<file path="src/rtl/tmp_word_reg.sv">
// Temporary word register of LANES byte lanes. Fills and drains byte-serially through a lane
// pointer, loads and drives the whole word, and increments or decrements in place.
module tmp_word_reg #(
  parameter int  DATA_W = 8,
  parameter int  LANES  = 2,
  localparam int AW     = DATA_W * LANES,
  localparam int PW     = (LANES > 2) ? $clog2(LANES) : 1
) (
  input  logic              clk,
  input  logic              rst,
  input  logic [DATA_W-1:0] data_in,
  input  logic              data_wr,
  input  logic              data_rd,
  input  logic              data_step,
  input  logic              ptr_clr,
  output logic [DATA_W-1:0] data_out,
  output logic              data_oe,
  input  logic [AW-1:0]     addr_in,
  input  logic              addr_load,
  input  logic              addr_rd,
  output logic [AW-1:0]     addr_out,
  output logic              addr_oe,
  input  logic              inc,
  input  logic              dec,
  output logic [PW-1:0]     ptr,
  output logic              filled,
  output logic              wrapped
);

  logic [AW-1:0]    word_q, word_d;
  logic [PW-1:0]    ptr_q, ptr_d;
  logic [LANES-1:0] mask_q, mask_d;
  logic             filled_q, filled_d;
  logic             wrapped_q, wrapped_d;

  // Word update: whole-word load beats a lane write, which beats inc/dec.
  always_comb begin
    word_d    = word_q;
    wrapped_d = 1'b0;
    if (addr_load) begin
      word_d = addr_in;
    end else if (data_wr) begin
      for (int l = 0; l < LANES; l++) begin
        if (ptr_q == PW'(l)) word_d[l*DATA_W +: DATA_W] = data_in;
      end
    end else if (inc && !dec) begin
      word_d    = word_q + AW'(1);
      wrapped_d = &word_q;
    end else if (dec && !inc) begin
      word_d    = word_q - AW'(1);
      wrapped_d = (word_q == '0);
    end
  end

  always_comb begin
    ptr_d = ptr_q;
    if (ptr_clr) begin
      ptr_d = '0;
    end else if (data_step) begin
      ptr_d = (ptr_q == PW'(LANES - 1)) ? '0 : ptr_q + PW'(1);
    end
  end

  // filled is sticky until ptr_clr; a whole-word load counts as every lane defined.
  always_comb begin
    mask_d = mask_q;
    if (addr_load || ptr_clr) begin
      mask_d = '0;
    end else if (data_wr) begin
      for (int l = 0; l < LANES; l++) begin
        if (ptr_q == PW'(l)) mask_d[l] = 1'b1;
      end
    end
    filled_d = filled_q | (&mask_d);
    if (ptr_clr)   filled_d = 1'b0;
    if (addr_load) filled_d = 1'b1;
  end

  always_ff @(posedge clk or posedge rst) begin
    if (rst) begin
      word_q    <= '0;
      ptr_q     <= '0;
      mask_q    <= '0;
      filled_q  <= 1'b0;
      wrapped_q <= 1'b0;
    end else begin
      word_q    <= word_d;
      ptr_q     <= ptr_d;
      mask_q    <= mask_d;
      filled_q  <= filled_d;
      wrapped_q <= wrapped_d;
    end
  end

  always_comb begin
    data_out = '0;
    for (int l = 0; l < LANES; l++) begin
      if (ptr_q == PW'(l)) data_out = word_q[l*DATA_W +: DATA_W];
    end
  end

  assign data_oe  = data_rd;
  assign addr_oe  = addr_rd;
  assign addr_out = word_q;
  assign ptr      = ptr_q;
  assign filled   = filled_q;
  assign wrapped  = wrapped_q;

endmodule

</file>
<file path="config.mk">
export PLATFORM = sky130hd
export DESIGN_NAME = tmp_word_reg
export DESIGN_NICKNAME = d
export VERILOG_FILES = /design/src/rtl/tmp_word_reg.sv
export SDC_FILE = /design/constraint.sdc
export NUM_CORES = 1
export LEC_CHECK = 0
export BUFFER_PORTS_ARGS = -buffer_cell sky130_fd_sc_hd__buf_2
export CORE_MARGIN = 3
export CORE_UTILIZATION = 53
export CTS_CLUSTER_DIAMETER = 40
export DETAILED_ROUTE_END_ITERATION = 16
export PLACE_DENSITY = 0.82
export SLEW_MARGIN = 10
export SYNTH_ARGS = -nofsm -noshare
export SYNTH_HDL_FRONTEND = slang
export SYNTH_SLANG_ARGS = --single-unit
export TNS_END_PERCENT = 50
</file>
<file path="constraint.sdc">
create_clock -name clk -period 2.45 [get_ports clk]
set_input_delay 0.1225 -clock clk [delete_from_list [all_inputs] [get_ports clk]]
set_output_delay 0.1225 -clock clk [all_outputs]
set_load 0.03 [all_outputs]
</file>
==> results.md, run 1 <==
* Clock Pin Slew Worst Setup and Hold Paths at 0.09 ns
* Worst Tran Pin Value at 0.921 ns
* Yosys top cell area share at 0.245
* Pre-CTS WS at 0.103 ns
* Initial antenna violation count at 0
* Status: completed
* Post-synth ARST share at 1.00
* RSZ-0062 raised after global routing: no
* Setup TNS at 0 ns
* Gr usage total at 0.281
* Top post-synthesis cells by count: nand2_1, o21ai_0, dfrtp_1, nor2_1, a21oi_1
* Unique masters post-synth at 52
* Synth Area in Simple Gates at 0.206
* Mapped Cells at roughly 270
* Power Density at 785 mW/mm2
* CP bufs+invs at 0
* Post-Syn Nets at 324
* Avg Cell Area, Syn at roughly 7.9 um2
* Crit path max fanout at 6
* Clk Latency, worst-skew pair at 0.27 ns
* Gpl congestion at 1.02
* Register bit count reported by yosys at 21
* Final Util at 0.685
* Synth Area in Adders at 0.114
* Main synth FF type: dfrtp_1
* Pin count of the biggest net entering global routing at 29
* Final period util at 0.871
* Mapped Area at 0.00215 mm2
* Most common cell in the netlist: nand2_1
* Synthesis Warnings at 0
* Crit end category: register
* Cell family with most CP delay: compound AO/OA/AOI/OAI gates
* CTS tree: done
* Critical path class: reg2reg
* Count of flip-flops with a built-in enable after synthesis at 0
* Vias at 2350
* Slew headroom at 0.386
* Area grow syn2layout at 20.4%
* Drt first pass iters at 4
* Crit path launch type: register
* Cell taking the most area after synthesis: dfrtp_1
* Leakage at 0.00119 uW
* Data required, critical path at between 2 and 3 ns
* Post-CTS setup buffer count at 0
* Antenna Cells at 0
* HPWL after detailed placement at just over 5 mm
* Die area at slightly below 0.005 mm2
* IO buf count at 58
* Post-route setup slack at 0.317 ns
* 1st-iter DRT viols at roughly 210
* # clock sinks at 21
* Slowest stage delay, CP at 0.46 ns
* Cells along the critical path: ha_1 > nor2b_4 > o31a_1 > o41a_1 > xor2_1 > nand2_1 > a31oi_1
* Peak VDD IR at 0.484 mV
* Post-CTS Hold Buffers at 0
* Remaining DRCs at 0
* Max-cap check violation count at 0
* Top post-synthesis cells by area: dfrtp_1, ha_1, o21ai_0, nand2_1, a21oi_1
* Routed wire length per instance at 17.9 um
* Fraction of layout cells with a size suffix above 1 at 0.260
* Largest family of logic cells by synthesized area: compound AO/OA/AOI/OAI gates
* Total gr overflow at 0
* Core area at around 0.0038 mm2
* Hold crit path type: in2async
* Clk buf depth at 2
* CTS Buf Count at 3
* Via-to-Cell Ratio at about 6.2
* Worst Path Arrival at 2.33 ns
* Rows at 22
* Mux cell area share after synthesis at 0.0554
* Setup Skew at 0.00253 ns
* First-pass GRT wire length at 11.1 mm
* Routed Antenna Nets at 0
* PostCTS Resize Cnt at 0
* Sequential-to-total area share from yosys stat at 0.245
* Clock root buffer: clkbuf_8
* Final Hold Viols at 0
* Drt total wl at 6.83 mm
* Post-Synth XOR/XNOR Area at 0.0449
* Fin nets at approximately 390
* Final Setup Violations at 0
* CTS HTree Levels at 1
* Die height at 69.6 um
* Pins over their slew limit at 0
* Final total power at ~2000 uW
* Fmax achieved at 0.469 GHz
* Num ports at 63
* Initial Util at 0.569
* Critical Path Slowest Stage Cell: dfrtp_1
* Vias in the first global route at 2202
* Period minus WS final at 2.13 ns
* Compound-cell area share of the yosys netlist at 0.284
* Die width at 69.6 um
sequential cells by signal, indices dropped and copies added, names as in the netlist:
| register | cells |
|---|---|
| addr_out | 16 |
| wrapped | 1 |
| mask_q | 2 |
| ptr | 1 |
| filled | 1 |
path summary, 6_finish.rpt:
check                                      endpoint                    start  slack, ns  cells after the start
setup reg to reg            addr_out[8]$_DFFE_PP0P_  addr_out[2]$_DFFE_PP0P_       0.32                      7
setup / recovery            addr_out[8]$_DFFE_PP0P_  addr_out[2]$_DFFE_PP0P_       0.32                      7
min in group clk                    ptr$_DFFE_PP0P_                  ptr_clr       0.05                      2
hold reg to reg                    filled$_DFF_PP0_         filled$_DFF_PP0_       0.57                      2
hold / removal             addr_out[10]$_DFFE_PP0P_                      rst       0.04                      2
max in group asynchronous  addr_out[14]$_DFFE_PP0P_                      rst       1.85                      2
area by class of cell:
| type | instances | area, um2 |
|---|---|---|
| fillers | 337 | 1190 |
| flip-flops and latches | 21 | 526 |
| repair buffers | 71 | 388 |
| clock buffers | 4 | 45.0 |
| inverters | 14 | 52.6 |
| multi-input cells | 224 | 1510 |
| well taps | 48 | 60.1 |
worst register-to-register path: cells and delay by family (launching register included):
| family | cells | cell delay [ns] |
|---|---|---|
| and+or+nand+nor | 2 | 0.22 |
| adders and majority gates | 1 | 0.37 |
| DFF | 1 | 0.46 |
| xor gates and xnor gates | 1 | 0.14 |
| AOI/OAI and AO/OA | 3 | 0.89 |
placed cells by master, fill, tap and decap left out, drive strengths merged, types with 7 or more instances in the layout:
master / netlist / routed
a21oi: 21 / 21
a31oi: 7 / 7
buf: 6 / 71
dfrtp: 21 / 21
ha: 18 / 18
inv: 13 / 13
mux2: 7 / 7
nand2: 31 / 31
nand4: 8 / 8
nor2: 20 / 20
o21ai: 24 / 24
o22ai: 9 / 9
xnor2: 9 / 9
cells by family (layout without fill, tap and decap cells):
logic type,Yosys count,in the layout
compound gates,93,93
xor+xnor,11,11
fa+ha+maj,19,19
buf+inv,26,89
flops,21,21
mux,11,11
simple gates,90,90
layer usage:
metal | vias up | wire length [um] | track usage
met5 | - | 0 | 0
met4 | 0 | 217 | 0.111
met3 | 20 | 553 | 0.0420
met2 | 118 | 3010 | 0.432
met1 | 1080 | 3040 | 0.394
li1 | 1132 | - | -
through the flow:
step,instances,hold slack (ns),area (um2)
after detailed placement,378,0.245,2540
after floorplan,271,0.0990,2150
after global routing,382,0.0616,2580
final,382,0.0427,2580
after global placement,378,0.245,2540
after CTS,382,0.0428,2580
power by group:
group / switching (uW) / total, uW / internal, uW
registers: 117 / 526 / 409
clock network: 132 / 249 / 116
logic: 756 / 1250 / 495
total: 1010 / 2030 / 1020
Power figures use the tool's default switching activity.
==> run 2, diff against run 1 <==
Settings changed: ABC_AREA from default to 1, PLACE_DENSITY 0.82 to 0.81.
==> results.md, run 2 <==
* Cell Area, Placed at 0.00253 mm2
* Final total power at 1790 uW
* Top post-synthesis cells by area: dfrtp_1, nand2_1, ha_1, inv_1, nand3_1
* Routed Antenna Nets at 0
* Num ports at 63
* Setup TNS at 0 ns
* Drt total wl at ~6.7 mm
* Unique masters post-synth at 35
* Worst Tran Pin Value at ~0.9 ns
* CTS tree: done
* Crit end category: register
* Die area at roughly 0.0050 mm2
* Rows at 22
* Final period util at 0.777
* RSZ-0062 raised after global routing: no
* Main synth FF type: dfrtp_1
* Clock root buffer: clkbuf_8
* Routed wire length per instance at 14.9 um
* Most common cell after layout, fill and taps aside: nand2_1
* Yosys top cell area share at 0.237
* Register bit count reported by yosys at 21
* Max-cap check violation count at 0
* Cell taking the most area after synthesis: dfrtp_1
* Leakage at 0.00146 uW
* Fmax achieved at 0.526 GHz
* Crit path launch type: register
* Hold crit path type: in2reg
* Die height at 70.7 um
* Count of flip-flops with a built-in enable after synthesis at 0
* Status: completed
* Clk Latency, worst-skew pair at 0.27 ns
* IO buf count at 58
* Critical path class: reg2reg
* Sequential-to-total area share from yosys stat at 0.237
* Pins over their slew limit at 0
* Pin count of the biggest net entering global routing at 22
* Final Hold Viols at 0
* Antenna Cells at 0
* First-pass GRT wire length at between 10 and 15 mm
* Gr usage total at 0.269
* Initial Util at 0.576
* CTS Buf Count at 3
* Die width at 70.7 um
* Worst Path Arrival at 2.05 ns
* Top post-synthesis cells by count: nand2_1, inv_1, nand3_1, nor2_1, dfrtp_1
* Largest register FFs at 16
* Peak VDD IR at 0.388 mV
* Post-Syn Nets at 397
* Drt first pass iters at 5
* Worst hold slack at between 0.02 and 0.025 ns
* Post-CTS Hold Buffers at 0
* Fin nets at approximately 460
* Fraction of layout cells with a size suffix above 1 at 0.190
* Remaining DRCs at 0
* Mapped Cells at 344
* Avg Cell Area, Syn at 6.45 um2
* PostCTS Resize Cnt at 0
* Mapped Area at 0.00222 mm2
* Setup Skew at 0.00587 ns
* Power Density at 694 mW/mm2
* Post-synth ARST share at 1.00
* Crit path max fanout at 5
* # clock sinks at 21
* 1st-iter DRT viols at 226
* Final Util at 0.670
* Core area at 0.00385 mm2
* Final instance area at 0.00258 mm2
* Total gr overflow at 0
* Vias at 2558
* HPWL after detailed placement at 5.37 mm
* Gpl congestion at roughly 0.96
* Via-to-Cell Ratio at 5.70
* Data required, critical path at 2.59 ns
* CTS HTree Levels at 1
* Synthesis Warnings at 0
* Initial antenna violation count at 0
* Clk buf depth at 2
* Period minus WS final at 1.90 ns
* Most common cell in the netlist: nand2_1
* Area grow syn2layout at 16.5%
* Most frequent cells in the layout: nand2_1, inv_1, buf_2, nand3_1, nor2_1
* Final Setup Violations at 0
* Post-CTS setup buffer count at 0
* Slew headroom at 0.407
* Clock Pin Slew Worst Setup and Hold Paths at approximately 0.090 ns
* Vias in the first global route at 2299
## run 2: report_power, final
part | internal, uW | total (uW) | switching, uW
Clock | 115 | 250 | 134
Combinational | 349 | 1050 | 703
Sequential | 400 | 491 | 91.2
Total | 865 | 1790 | 928
## run 2: final timing paths
path                       slack [ns]                       end  cells after the start                    start
setup / recovery                 0.55   addr_out[5]$_DFFE_PP0P_                      7  addr_out[2]$_DFFE_PP0P_
hold / removal                   0.02           ptr$_DFFE_PP0P_                      2                data_step
setup reg to reg                 0.55   addr_out[5]$_DFFE_PP0P_                      7  addr_out[2]$_DFFE_PP0P_
hold reg to reg                  0.57          filled$_DFF_PP0_                      2         filled$_DFF_PP0_
max in group asynchronous        1.87  addr_out[12]$_DFFE_PP0P_                      2                      rst
min in group asynchronous        0.03  addr_out[15]$_DFFE_PP0P_                      2                      rst
## run 2: cell type report
cell class / count / area (um2)
clock inverters: 1 / 7.51
well taps: 48 / 60.1
repair buffers: 62 / 320
fillers: 365 / 1270
flip-flops and latches: 21 / 526
multi-input cells: 255 / 1410
clock buffers: 3 / 41.3
inverters: 59 / 221
## run 2: layer usage
metal  global-route usage  share of wire
met1                0.379           0.44
met2                0.440           0.46
met3               0.0455          0.084
met4               0.0459         0.0082
met5                    0              0
## run 2: cell families (layout without fill, tap and decap cells)
family | Yosys count | after routing | synth area share
AND/OR/NAND/NOR | 178 | 178 | 0.350
buffers and inverters | 68 | 125 | 0.129
AO/OA/AOI/OAI | 55 | 55 | 0.162
flip-flops | 21 | 21 | 0.237
adder cells (fa/ha/maj) | 19 | 19 | 0.111
XOR/XNOR | 3 | 3 | 0.0118
## run 2: stage by stage
| step | cells | worst slack, ns |
|---|---|---|
| final | 449 | 0.547 |
| after global routing | 449 | 0.410 |
| after CTS | 449 | 0.590 |
| after detailed placement | 445 | 0.320 |
| after global placement | 445 | 0.410 |
| after floorplan | 344 | 0.494 |
## run 2: worst max-delay path, stage by stage, from the launching register on
cell and delay, ns:
dfrtp_1 0.44, ha_1 0.39, or2_1 0.28, nand3b_1 0.09, nand2_1 0.13, or2_2 0.30
nand3_1 0.07, a22oi_1 0.07
